[src/rtl/regfile_dbg_pkg.sv]
// Shared types and defaults for the register-file dump reader.
// State encoding and word width used by the reader and its output FIFO.
package regfile_dbg_pkg;

    localparam int DEF_DATA_WIDTH = 32;
    localparam int DEF_ADDR_WIDTH = 5;
    localparam int DEF_REG_COUNT  = 32;
    localparam int DEF_FIFO_DEPTH = 2;
    localparam int DEF_WORD_WIDTH = DEF_ADDR_WIDTH + DEF_DATA_WIDTH;

    typedef enum logic [1:0] {
        ST_IDLE  = 2'd0,
        ST_READ  = 2'd1,
        ST_DRAIN = 2'd2
    } state_e;

endpackage

[src/rtl/regfile_dump_fifo.sv]
// Small synchronous FIFO buffering {addr, data} words for the dump reader.
// Head entry is presented combinationally; flush empties it in one cycle.
module regfile_dump_fifo
    import regfile_dbg_pkg::*;
#(
    parameter int WIDTH = DEF_WORD_WIDTH,
    parameter int DEPTH = DEF_FIFO_DEPTH
) (
    input  logic                     clk,
    input  logic                     rst_n,
    input  logic                     flush_i,
    input  logic                     push_i,
    input  logic [WIDTH-1:0]         wdata_i,
    input  logic                     pop_i,
    output logic [WIDTH-1:0]         rdata_o,
    output logic                     full_o,
    output logic                     empty_o,
    output logic [$clog2(DEPTH):0]   count_o
);

    localparam int PW = $clog2(DEPTH);
    localparam int CW = PW + 1;

    logic [WIDTH-1:0] mem_q [DEPTH];
    logic [PW-1:0]    wr_ptr_q;
    logic [PW-1:0]    rd_ptr_q;
    logic [CW-1:0]    count_q;
    logic             push_ok;
    logic             pop_ok;

    assign empty_o = (count_q == '0);
    assign full_o  = (count_q == CW'(DEPTH));
    assign count_o = count_q;
    assign rdata_o = mem_q[rd_ptr_q];

    // A push into a full buffer is fine when the head leaves in the same cycle.
    assign pop_ok  = pop_i && !empty_o;
    assign push_ok = push_i && (!full_o || pop_ok);

    always_ff @(posedge clk or negedge rst_n) begin
        if (!rst_n) begin
            wr_ptr_q <= '0;
            rd_ptr_q <= '0;
            count_q  <= '0;
            for (int i = 0; i < DEPTH; i++) begin
                mem_q[i] <= '0;
            end
        end else if (flush_i) begin
            wr_ptr_q <= '0;
            rd_ptr_q <= '0;
            count_q  <= '0;
        end else begin
            if (push_ok) begin
                mem_q[wr_ptr_q] <= wdata_i;
                wr_ptr_q        <= wr_ptr_q + PW'(1);
            end
            if (pop_ok) begin
                rd_ptr_q <= rd_ptr_q + PW'(1);
            end
            count_q <= count_q + CW'(push_ok) - CW'(pop_ok);
        end
    end

endmodule

[src/rtl/regfile_dump_reader.sv]
// Debug reader: sweeps a register range through read port 1 and
// streams {addr, data} words out over a valid/ready interface.
module regfile_dump_reader
    import regfile_dbg_pkg::*;
#(
    parameter int DATA_WIDTH = DEF_DATA_WIDTH,
    parameter int ADDR_WIDTH = DEF_ADDR_WIDTH,
    parameter int REG_COUNT  = DEF_REG_COUNT,
    parameter int FIFO_DEPTH = DEF_FIFO_DEPTH
) (
    input  logic                  clk,
    input  logic                  rst,
    input  logic                  start,
    input  logic                  abort,
    input  logic [ADDR_WIDTH-1:0] first_addr,
    input  logic [ADDR_WIDTH-1:0] last_addr,
    output logic [ADDR_WIDTH-1:0] A1,
    input  logic [DATA_WIDTH-1:0] RD1,
    output logic                  out_valid,
    input  logic                  out_ready,
    output logic [ADDR_WIDTH-1:0] out_addr,
    output logic [DATA_WIDTH-1:0] out_data,
    output logic                  busy,
    output logic                  done
);

    localparam int WORD_W = ADDR_WIDTH + DATA_WIDTH;
    localparam int CW     = $clog2(FIFO_DEPTH) + 1;

    state_e                state_q;
    logic [ADDR_WIDTH-1:0] cur_q;
    logic [ADDR_WIDTH-1:0] end_q;
    logic [ADDR_WIDTH-1:0] a1_q;

    logic [WORD_W-1:0]     head;
    logic                  fifo_full;
    logic                  fifo_empty;
    logic [CW-1:0]         fifo_count;
    logic                  pop;
    logic                  push;
    logic                  flush;
    logic                  last_hit;
    logic [ADDR_WIDTH-1:0] cur_nxt;

    assign pop      = !fifo_empty && out_ready;
    assign flush    = abort && (state_q != ST_IDLE);
    assign push     = (state_q == ST_READ) && !abort && (!fifo_full || pop);
    assign last_hit = (cur_q == end_q);
    assign cur_nxt  = (cur_q == ADDR_WIDTH'(REG_COUNT - 1))
                      ? '0 : cur_q + ADDR_WIDTH'(1);

    // The final word is always pushed on the READ->DRAIN edge, so the
    // last accepted pop can only happen in DRAIN with one entry left.
    assign done = (state_q == ST_DRAIN) && !abort && pop
                  && (fifo_count == CW'(1));

    assign A1        = a1_q;
    assign busy      = (state_q != ST_IDLE);
    assign out_valid = !fifo_empty;
    assign out_addr  = head[WORD_W-1:DATA_WIDTH];
    assign out_data  = head[DATA_WIDTH-1:0];

    always_ff @(posedge clk or negedge rst) begin
        if (!rst) begin
            state_q <= ST_IDLE;
            cur_q   <= '0;
            end_q   <= '0;
            a1_q    <= '0;
        end else begin
            unique case (state_q)
                ST_IDLE: begin
                    if (start) begin
                        state_q <= ST_READ;
                        cur_q   <= first_addr;
                        end_q   <= last_addr;
                        a1_q    <= first_addr;
                    end
                end
                ST_READ: begin
                    if (abort) begin
                        state_q <= ST_IDLE;
                    end else if (push) begin
                        if (last_hit) begin
                            state_q <= ST_DRAIN;
                        end else begin
                            cur_q <= cur_nxt;
                            a1_q  <= cur_nxt;
                        end
                    end
                end
                ST_DRAIN: begin
                    if (abort || done) begin
                        state_q <= ST_IDLE;
                    end
                end
                default: state_q <= ST_IDLE;
            endcase
        end
    end

    regfile_dump_fifo #(
        .WIDTH (WORD_W),
        .DEPTH (FIFO_DEPTH)
    ) u_fifo (
        .clk     (clk),
        .rst_n   (rst),
        .flush_i (flush),
        .push_i  (push),
        .wdata_i ({cur_q, RD1}),
        .pop_i   (pop),
        .rdata_o (head),
        .full_o  (fifo_full),
        .empty_o (fifo_empty),
        .count_o (fifo_count)
    );

endmodule
[config.mk]
export PLATFORM = sky130hd
export DESIGN_NAME = regfile_dump_reader
export DESIGN_NICKNAME = d
export VERILOG_FILES = /design/src/rtl/regfile_dbg_pkg.sv /design/src/rtl/regfile_dump_fifo.sv /design/src/rtl/regfile_dump_reader.sv
export SDC_FILE = /design/constraint.sdc
export NUM_CORES = 1
export LEC_CHECK = 0
export CORE_UTILIZATION = 45
export DETAILED_ROUTE_END_ITERATION = 12
export PLACE_DENSITY = 0.73
export SLEW_MARGIN = 20
export SYNTH_ARGS = -nofsm -noshare
export SYNTH_HDL_FRONTEND = slang
export SYNTH_SLANG_ARGS = --single-unit
[constraint.sdc]
create_clock -name clk -period 2.5 [get_ports clk]
set_clock_uncertainty 0.2 [all_clocks]
set_input_delay 0.5 -clock clk [delete_from_list [all_inputs] [get_ports clk]]
set_output_delay 0.5 -clock clk [all_outputs]
set_load 0.005 [all_outputs]
### Word level (Yosys, flattened, before mapping)

Index checks and enable logic that the tools add are counted.

| storage, ports and cells | value |
|---|---|
| bits in registers | 90 |
| bits of input ports | 47 |
| output and inout port bits | 45 |
| word-level logic and storage cells | 81 |

| operators by class | value |
|---|---|
| add/sub/neg operators | 5 |
| order comparisons | 3 |
| equality and inequality tests | 13 |
| muxes and demuxes | 23 |
| bitwise operators | 3 |
| reductions and logical operators | 26 |

Operator list:

| operator | number |
|---|---|
| 37-bit two-way mux | 4 |
| 74-bit bitwise mux | 1 |
| 37-bit demux with 1-bit select | 1 |
| 5-bit two-way mux | 5 |
| 2-bit two-way mux | 6 |
| 1-bit logical AND | 10 |
| 5-bit one-hot mux with 2 select lines | 1 |
| 2-bit nonzero test | 4 |
| 2-bit != test (second input constant) | 3 |
| 2-bit one-hot mux with 3 select lines | 1 |
| 5-bit by 1-bit adder with 5-bit output (second input constant) | 1 |
| 5-bit equality test | 1 |
| 5-bit equality test (second input constant) | 1 |
| 5-bit AND reduction | 1 |
| 2-bit by 1-bit equality test with 1-bit output (second input constant) | 2 |
| 2-bit equality test (second input constant) | 2 |
| 2-bit >= comparator (second input constant) | 2 |
| 2-bit zero test | 2 |
| 1-bit two-way mux | 4 |
| 2-bit by 1-bit != test with 1-bit output (second input constant) | 2 |
| 1-bit NOT with 2-bit output | 2 |
| 2-bit AND reduction | 2 |
| 4-bit AND reduction | 1 |
| 1-bit zero test | 3 |
| other kinds (8) | 11 |

### Depth between registers and ports, before layout

Gate-level depths: netlist (run 1).

| depth | value |
|---|---|
| depth in word-level cells | 9 |
| mapped depth | 8 |
| depth with buffers taken out | 8 |

### Modules after synthesis

From an unflattened synthesis (run 1), not the netlist that was laid out.

| unflattened totals | value |
|---|---|
| cells, all modules | 303 |
| area total of the unflattened synthesis | 4309.1 um^2 |

Modules (own cells, without submodules):

| module | times used | cells each | area each (um^2) |
|---|---|---|---|
| regfile_dump_fifo | 1 | 221 | 3535.9 |
| regfile_dump_reader | 1 | 82 | 773.2 |

### Least setup slack after synthesis (run 1)

OpenSTA, ideal clock, no wires.

| timing path | value |
|---|---|
| path kind | input port to flip-flop |
| start point | input port abort |
| end point | register u_fifo.mem_q[58] (netlist name) |
| library setup time | 0.125 ns |
| arrival time | 1.774 ns |
| required time | 2.175 ns |
| setup slack | 0.402 ns |
| cell stages on the path | 4 |
| path buffers | 1 |
| cell sequence | or3b_4 -> nor3_4 -> buf_6 -> mux2_2 |

| on the way | value |
|---|---|
| word-level cells in the longest chain between the ends | 5 |

Ends and longest elaborated chain:

| what | line | source |
|---|---|---|
| from (decl) | regfile_dump_reader.sv:14 | `input logic abort,` |
| 1-bit zero test | regfile_dump_reader.sv:47 | `assign push = (state_q == ST_READ) && !abort && (!fifo_full \|\| pop);` |
| 1-bit logical AND (2 in series) | regfile_dump_reader.sv:47 |  |
| 1-bit logical AND | regfile_dump_fifo.sv:38 | `assign push_ok = push_i && (!full_o \|\| pop_ok);` |
| 2-bit AND reduction (no source line) * | -- |  |
| to (signal, indexed assignment) | regfile_dump_fifo.sv:54 | `mem_q[wr_ptr_q] <= wdata_i;` |
| to (decl) | regfile_dump_fifo.sv:24 | `logic [WIDTH-1:0] mem_q [DEPTH];` |

Every way passes the cells marked *; elsewhere a longest branch is shown, timed or not.
A chain may end at the register's enable or synchronous reset.

### Worst setup path after layout (run 1)

| timing path | value |
|---|---|
| start point | register u_fifo.rd_ptr_q |
| end point | output port out_data[8] |

| on the way | value |
|---|---|
| word-level cells in the longest chain between the ends | 4 |

Ends and longest elaborated chain:

| what | line | source |
|---|---|---|
| from (decl) | regfile_dump_fifo.sv:26 | `logic [PW-1:0] rd_ptr_q;` |
| from (signal assigned) | regfile_dump_fifo.sv:58 | `rd_ptr_q <= rd_ptr_q + PW'(1);` |
| 1-bit NOT with 2-bit output (implied by the code) | regfile_dump_fifo.sv:34 | `assign rdata_o = mem_q[rd_ptr_q];` |
| 37-bit two-way mux (implied by the code) (3 in series) | regfile_dump_fifo.sv:34 |  |
| to (decl) | regfile_dump_reader.sv:22 | `output logic [DATA_WIDTH-1:0] out_data,` |

Every way passes these cells. The select of a mux whose other input is x is not followed.

==> results of run 1 <==
==> worst max-delay path, stage by stage, from the launching register on <==
cell	delay, ps
dfrtp_2	460
buf_12	160
mux2_2	340
clkdlybuf4s50_1	460
==> how the worst min path moves through the flow <==
stage / end / slack (ps)
after floorplan: A1[0] / 4
after global placement: u_fifo.mem_q[62] / 270
after detailed placement: u_fifo.mem_q[62] / 270
after CTS: u_fifo.mem_q[62] / 290
after global routing: u_fifo.mem_q[1] / 320
final: u_fifo.mem_q[30] / 290
==> power groups by stage <==
stage / Combinational (W) / Clock, W / Sequential (W)
floorplan: 0.00193 / 0 / 0.00251
global placement: 0.00326 / 0 / 0.00264
detailed placement: 0.00332 / 0 / 0.00269
CTS: 0.00325 / 0.000889 / 0.00264
global route: 0.00353 / 0.000949 / 0.00274
finish: 0.00325 / 0.000847 / 0.00264
==> cell type report <==
cell class / instances / area, sq um
inverter: 3 / 11.3
clock buffer: 11 / 131
clock inverter: 5 / 31.3
multi-input combinational: 177 / 1780
timing repair buffer: 106 / 1120
sequential: 90 / 2250
tap: 108 / 135
fill: 731 / 3340
==> logic make-up after synthesis <==
| logic type | Yosys count | synth area share (%) |
|---|---|---|
| buffers and inverters | 15 | 2.48 |
| AO/OA/AOI/OAI | 11 | 1.88 |
| flip-flops | 90 | 54.4 |
| XOR/XNOR | 9 | 1.91 |
| adder cells (fa/ha/maj) | 4 | 1.21 |
| AND/OR/NAND/NOR | 32 | 5.14 |
| multiplexers | 121 | 32.9 |
==> routing by layer <==
metal / share of wire [%] / global-route usage, % / up-vias
met4: 1.4 / 6.99 / 0
li1: - / - / 1216
met2: 49 / 28.2 / 57
met3: 4.5 / 2.79 / 10
met1: 45 / 24.4 / 1322
met5: 0 / 0 / -
==> sequential cells by signal (all words and copies together), names as in the netlist <==
| signal | cells |
|---|---|
| u_fifo.mem_q | 74 |
| A1 | 5 |
| end_q | 5 |
| state_q | 2 |
| u_fifo.count_o | 2 |
| u_fifo.rd_ptr_q | 1 |
| u_fifo.wr_ptr_q | 1 |
==> layout by cell type, fill, tap and decap left out, types with 2 or more instances in the layout <==
master and count:
and2_1 2, buf_12 7, buf_4 6, clkbuf_1 2, clkbuf_8 9, clkdlybuf4s50_1 74
clkinv_2 3, dfrtp_1 89, dlygate4sd2_1 14, dlymetal6s2s_1 2, ha_1 4, inv_1 3
mux2_1 7, mux2_2 114, nand2_1 5, nand3_1 3, nor2_1 5, nor3_1 2
o211ai_1 2, o21ai_0 3, o2bb2ai_1 2, or2_2 2, xnor2_1 8
==> per-stage QoR <==
stage / hold slack [ps] / setup slack, ps
after floorplan: 4.41 / 402
after global placement: 266 / -1.93
after detailed placement: 272 / -34.6
after CTS: 292 / -20.6
after global routing: 319 / 0.645
final: 294 / 40.3
==> synth_stat cells, types with 3 or more instances <==
cell | number | area (sq um)
dfrtp_1 | 90 | 2250
buf_6 | 6 | 67.6
mux2_2 | 114 | 1280
mux2_1 | 7 | 78.8
xnor2_1 | 8 | 70.1
clkbuf_1 | 3 | 11.3
inv_1 | 3 | 11.3
nand2_1 | 5 | 18.8
o21ai_0 | 3 | 15.0
nor2_1 | 5 | 18.8
nand3_1 | 3 | 15.0
ha_1 | 4 | 50.1
==> timing repair <==
action | 4_1_cts | 5_1_grt
gates resized for setup | 14 | 3
endpoints found under the hold margin | 40 | 0
setup buffers | 1 | 1
cloned | 0 | 1
hold buffers | 1 | 0
endpoints found under the setup margin | 32 | 13
==> flow_summary.yaml, run 1 <==
power_and_ir_drop:
  switching_share_pct: 30.2
  power.total_w: 0.00674
  power.density_nw_per_um2: 1230
  vdd.ir_drop.worst_uv: 516
  p_comb_share_pct: 48.3
  p_leak_nw: 2.35
  seq_power_share_pct: 39.2
  intPower_w: 0.00471
  clkPwrFrac_pct: 12.6
  switchingPower_w: 0.00203
cts:
  numCtsBuffers: 9
  cts_buffer_depth: 2
  cts_tree: "yes"
  root_buffer: "clkbuf_8"
  clock_sinks: 90
  clkTransAtPathRegs_ps: 90
  htree_levels: 3
  insertion_delay_ps: 340
grt:
  antenna_found_initial: 0
  grt_pass1_vias: 2713
  grt_overflow: 0
  grt_use_total_pct: 17.7
  grt_pass1_wl_mm: 13.4
  grt_max_degree: 43
worst_setup_path:
  worstPathArrival_ps: 1760
  crit_end: "out_data[8]"
  reg2reg_from: "A1[0]"
  crit_path_max_fanout: 11
  regToRegEndpoint: "A1[2]"
  cp-end-kind: "output port"
  worstSetupPathType: "register to output port"
  critPathRequiredTime_ps: 1800
  startpoint_type: "register"
  crit_start: "u_fifo.rd_ptr_q"
  rrSetupSlack_ps: 370
  reg2regPathDepth: 6
hold_path:
  min_path_cells: 1
  worstHoldStart: "u_fifo.mem_q[30]"
  hold_class: "register to register"
synth:
  synth_nets: 333
  synthCells: 282
  ys_types: 37
  synth_area_per_cell_sq_um: 14.7
  synth_edf_count: 0
  synthFlopType: "dfrtp_1"
  synth_seq_area_share_pct: 54.4
  async_reset_ff_share_pct: 100
  ys_ff_latch: 90
  ys_warn_count: 0
  syn_area_sq_um: 4140
detailed_routing:
  wl_per_cell_microns: 16.1
  ant_nets: 0
  dr.pass1.iters: 10
  vias: 2605
  drc: 7
  drt-vias-per-instance: 5.21
  drt_iter0_drc: 70
  wl_mm: 8.06
die:
  die_y_microns: 97.9
  initial_core_util_pct: 47.0
  rows: 34
  dieWidth_microns: 97.9
  ios: 92
  die_area_sq_um: 9580
  design.core.area_sq_um: 8810
run_status:
  violations: "design-rule violations"
  outcome: "finished, violations left"
sta:
  slew_headroom_pct: 62.7
  period_share_pct: 98.4
  tightest_slew_ps: 560
  clock.fmax_mhz: 407
  finalSetupViolCount: 0
  rsz0062_at_grt: "no"
  drv_slew: 0
  hold_viol: 0
  setup-tns-final_ps: 0
  period_needed_ps: 2460
final_layout:
  area_delta_synth_final_pct: 32.1
  stdcell_count: 500
  nets: 438
  post-route-util_pct: 62.0
  antennaDiodeCount: 0
  final_area_sq_um: 5460
  drive_above_1_share_pct: 39.0
place:
  dp_hpwl_mm: 5.49
  place_inst: 480
  dpl_cell_area_sq_um: 5260
  numPortBuffers: 91
  gp_congestion: 0.755
flow_run:
  max_cap_violations: 0
Power figures use the tool's default switching activity.
==> run 2, diff against run 1 <==
Settings changed: PLACE_DENSITY 0.73 to 0.83.
==> run 2 against run 1 <==
The run still ends with design-rule violations left. Sequential cell count unchanged. Die area unchanged. Worst hold slack better by 1.6 ps. Sequential share of layout area is 0.80 points lower. Global-route usage rose by 1.2 points. Critical path type unchanged. Largest cell class unchanged. Highest routed layer unchanged.
==> flow_summary.yaml, run 2 (synthesized netlist as in run 1, its figures left out) <==
sta:
  drv_slew: 0
  rsz0062_at_grt: "yes"
  period_needed_ps: 2460
  period_share_pct: 98.3
  hold_viol: 0
  clock.fmax_mhz: 407
  slew_headroom_pct: 63.9
  finalSetupViolCount: 0
  tightest_slew_ps: 541
  finalWorstSetupSlack_ps: 42.2
die:
  ios: 92
  die_area_sq_um: 9580
  die_y_microns: 97.9
  dieWidth_microns: 97.9
  design.core.area_sq_um: 8810
  initial_core_util_pct: 47.0
  rows: 34
grt:
  antenna_found_initial: 0
  grt_pass1_wl_mm: 14.3
  grt_max_degree: 51
  grt_pass1_vias: 2882
  grt_overflow: 0
  grt_use_total_pct: 18.9
hold_path:
  min_path_cells: 1
  hold_class: "register to register"
  holdPathEnd: "u_fifo.mem_q[62]"
  worstHoldStart: "u_fifo.mem_q[62]"
cts:
  cts_buffer_depth: 2
  insertion_delay_ps: 360
  numCtsBuffers: 9
  clkTransAtPathRegs_ps: 80
  clock_sinks: 90
  root_buffer: "clkbuf_8"
  htree_levels: 3
  cts_tree: "yes"
detailed_routing:
  wl_mm: 8.41
  drt-vias-per-instance: 5.23
  ant_nets: 0
  drt_iter0_drc: 44
  dr.pass1.iters: 8
  wl_per_cell_microns: 16.8
  vias: 2615
  drc: 7
worst_setup_path:
  critPathRequiredTime_ps: 1800
  startpoint_type: "register"
  reg2reg_from: "A1[0]"
  crit_path_max_fanout: 7
  reg2regPathDepth: 7
  cp-end-kind: "output port"
  regToRegEndpoint: "A1[2]"
  rrSetupSlack_ps: 300
  worstPathArrival_ps: 1760
  worstSetupPathType: "register to output port"
place:
  pre_cts_ws_ps: -60.8
  numPortBuffers: 91
  dp_hpwl_mm: 5.83
  gp_congestion: 0.760
  dpl_cell_area_sq_um: 5260
power_and_ir_drop:
  power.density_nw_per_um2: 1280
  p_leak_nw: 2.53
  vdd.ir_drop.worst_uv: 635
final_layout:
  final_area_sq_um: 5570
  nets: 438
  drive_above_1_share_pct: 39.0
  layout_common_cells: "113 x mux2_2, 89 x dfrtp_1, 71 x clkdlybuf4s50_1, 18 x dlymetal6s2s_1, 10 x clkbuf_8"
  area_delta_synth_final_pct: 34.7
  regMostFlops: "u_fifo.mem_q"
  layout_commonest_cell: "mux2_2"
  antennaDiodeCount: 0
  largest_register_ffs: 74
run_status:
  violations: "design-rule violations"
  outcome: "finished, violations left"
flow_run:
  max_cap_violations: 0
run 2: cell types whose count changed in the layout (fill, tap and decap cells not counted), moves of 3 or more:
| cell | previous run | this run |
|---|---|---|
| dlymetal6s2s_1 | 2 | 18 |
| bufinv_16 | 0 | 3 |
| clkinv_2 | 3 | 0 |
| buf_4 | 6 | 9 |
| dlygate4sd2_1 | 14 | 1 |
| clkdlybuf4s50_1 | 74 | 71 |
run 2: worst max-delay path, stage by stage, from the launching register on:
cell             delay, ps
dfrtp_2                420
buf_4                  180
mux2_2                 340
clkdlybuf4s50_1        460
run 2: power by group:
part           internal, W  switching, W
Clock             0.000695      0.000504
Sequential         0.00218      0.000474
Combinational      0.00218       0.00109
run 2: cell type report:
cell class              instances  area, sq um
fillers                       676         3230
flip-flops and latches         90         2250
multi-input cells             177         1790
repair buffers                106         1140
clock buffers                  12          145
well taps                     108          135
clock inverters                 4         98.8
inverters                       3         11.3
run 2: how the worst max path moves through the flow:
stage | from | end | slack, ps | cells past startpoint
finish | u_fifo.rd_ptr_q | out_data[4] | 40 | 3
global route | u_fifo.rd_ptr_q | out_addr[4] | -40 | 3
detailed placement | abort | u_fifo.mem_q[41] | -60 | 5
global placement | abort | u_fifo.mem_q[60] | -7 | 5
CTS | u_fifo.rd_ptr_q | out_data[1] | 4 | 3
floorplan | abort | u_fifo.mem_q[58] | 400 | 4
run 2: what timing repair did:
action,4_1_cts,5_1_grt
endpoints found under the hold margin,40,0
resized for setup,1,19
setup endpoints to repair,32,35
setup buffers,1,0
hold buffers,1,0
run 2: metal layers:
layer | track usage (%) | part of all wire [%] | vias to the layer above
met5 | 0 | 0 | -
met3 | 3.22 | 4.0 | 11
met1 | 25.1 | 44 | 1324
li1 | - | - | 1217
met2 | 31.4 | 51 | 63
met4 | 6.64 | 1.4 | 0
run 2: per-stage QoR:
step | hold WS (ps) | TNS [ps] | total power, W | utilization, % | std cells
after detailed placement | 281 | -1480 | 0.00603 | 59.8 | 482
after floorplan | 4.41 | 0 | 0.00445 | - | 282
final | 295 | 0 | 0.00713 | 63.3 | 500
after global routing | 311 | -303 | 0.00759 | 63.3 | 500
after CTS | 300 | 0 | 0.00727 | 62.7 | 500
after global placement | 263 | -107 | 0.00588 | 59.8 | 482
==> run 3, diff against run 2 <==
Settings changed: CORE_ASPECT_RATIO set to 1.25.
==> run 3 against run 2 <==
The run now ends clean. Clock power fell by 7%. Via count rose by 0.84%. Power down 1.8%. Final area is 1.1% lower. First-iteration DRC count is 95% higher. Highest routed layer unchanged. Register-to-register slack hardly changed. Non-clock buffer count decreased by 4. Critical path depth unchanged. Die area hardly changed. Largest power group unchanged.
==> flow_summary.yaml, run 3 (synthesized netlist as in run 1, its figures left out) <==
sta:
  rsz0062_at_grt: "yes"
  period_share_pct: 98.6
  tightest_slew_ps: 462
  clock.fmax_mhz: 406
  finalSetupViolCount: 0
  slew_headroom_pct: 69.2
  finalWorstSetupSlack_ps: 35.6
  period_needed_ps: 2460
  drv_slew: 0
  hold_viol: 0
hold_path:
  hold_class: "register to register"
grt:
  grt_use_total_pct: 18.2
  grt_max_degree: 91
  grt_overflow: 0
  grt_pass1_wl_mm: 13.1
  grt_pass1_vias: 2750
  antenna_found_initial: 0
run_status:
  outcome: "finished, final reports clean"
power_and_ir_drop:
  switching_share_pct: 29.1
  p_comb_share_pct: 46.5
  p_leak_nw: 2.41
  power.density_nw_per_um2: 1270
  intPower_w: 0.00496
  clkPwrFrac_pct: 16.0
  switchingPower_w: 0.00204
  power.total_w: 0.00700
  vdd.ir_drop.worst_uv: 548
  seq_power_share_pct: 37.5
place:
  dpl_cell_area_sq_um: 5240
  gp_congestion: 0.904
  dp_hpwl_mm: 5.56
  pre_cts_ws_ps: -42.8
  numPortBuffers: 91
  place_inst: 491
cts:
  htree_levels: 3
  insertion_delay_ps: 360
  cts_tree: "yes"
  numCtsBuffers: 9
  root_buffer: "clkbuf_8"
  clkTransAtPathRegs_ps: 80
  clock_sinks: 90
  cts_setup_buffers: 0
  cts_buffer_depth: 2
detailed_routing:
  ant_nets: 0
  drt-vias-per-instance: 5.19
  vias: 2637
  drt_iter0_drc: 86
  drc: 0
  wl_per_cell_microns: 15.9
  wl_mm: 8.08
  dr.pass1.iters: 4
worst_setup_path:
  crit_path_max_fanout: 14
  cp-end-kind: "output port"
  cp_num_buf_inv: 2
  startpoint_type: "register"
  worstPathCellList: "buf_6 > mux2_2 > clkdlybuf4s50_1"
  critPathRequiredTime_ps: 1800
  slowest_stage: "clkdlybuf4s50_1"
  worstSetupPathType: "register to output port"
  crit_family: "buffers and inverters"
  critical-path-max-stage-delay_ps: 470
  worstPathArrival_ps: 1760
final_layout:
  seqCellArea_sq_um: 2250
  post-route-util_pct: 62.6
  area_delta_synth_final_pct: 33.2
  fillers: 668
  multiInputGateArea_sq_um: 1780
  nets: 434
  antennaDiodeCount: 0
  largest_register_ffs: 74
  drive_above_1_share_pct: 38.7
  regMostFlops: "u_fifo.mem_q"
  final_area_sq_um: 5510
  layout_common_cells: "114 x mux2_2, 89 x dfrtp_1, 78 x clkdlybuf4s50_1, 11 x clkbuf_8, 10 x dlymetal6s2s_1"
  layout_commonest_cell: "mux2_2"
  stdcell_count: 508
die:
  design.core.area_sq_um: 8800
  rows: 38
  die_y_microns: 109
  ios: 92
  die_area_sq_um: 9580
  initial_core_util_pct: 47.0
  dieWidth_microns: 87.8
flow_run:
  max_cap_violations: 0
run 3: cell type report:
| type | count | share of cell area (%) |
|---|---|---|
| inverter | 3 | 0.204 |
| sequential | 90 | 40.9 |
| clock buffer | 12 | 2.82 |
| timing repair buffer | 102 | 19.7 |
| clock inverter | 4 | 1.34 |
| tap | 120 | 2.73 |
| multi-input combinational | 177 | 32.3 |
run 3: layer usage:
layer / vias to the layer above / GRT usage, % / part of all wire [%]
li1: 1214 / - / -
met1: 1323 / 22.4 / 42
met2: 85 / 30.5 / 51
met3: 15 / 3.71 / 4.9
met4: 0 / 8.08 / 2.1
met5: - / 0 / 0
run 3: power groups by stage:
stage	logic, W	clock network [W]	registers, W
after floorplan	0.00193	0	0.00251
after global placement	0.00326	0	0.00259
after detailed placement	0.00333	0	0.00266
after CTS	0.00335	0.00115	0.00263
after global routing	0.00353	0.00121	0.00273
final	0.00326	0.00112	0.00263
run 3: what timing repair did:
| action | CTS | global route |
|---|---|---|
| hold buffers | 1 | 0 |
| resized for setup | 3 | 10 |
| endpoints found under the setup margin | 15 | 16 |
| endpoints found under the hold margin | 73 | 0 |
run 3: path summary, 6_finish.rpt:
path | from | endpoint | slack [ps] | cells past startpoint
setup / recovery | u_fifo.rd_ptr_q | out_addr[2] | 40 | 3
hold / removal | u_fifo.mem_q[31] | u_fifo.mem_q[31] | 290 | 1
setup reg to reg | A1[0] | A1[3] | 310 | 7
hold reg to reg | u_fifo.mem_q[31] | u_fifo.mem_q[31] | 290 | 1
max in group asynchronous | rst | u_fifo.rd_ptr_q | 1210 | 3
min in group asynchronous | rst | u_fifo.mem_q[23] | 510 | 3
run 3: per-stage QoR:
step | hold slack [ps] | setup TNS (ps)
finish | 293 | 0
global route | 316 | -75.4
CTS | 300 | 0
detailed placement | 279 | -474
global placement | 267 | -16.8
floorplan | 4.41 | 0
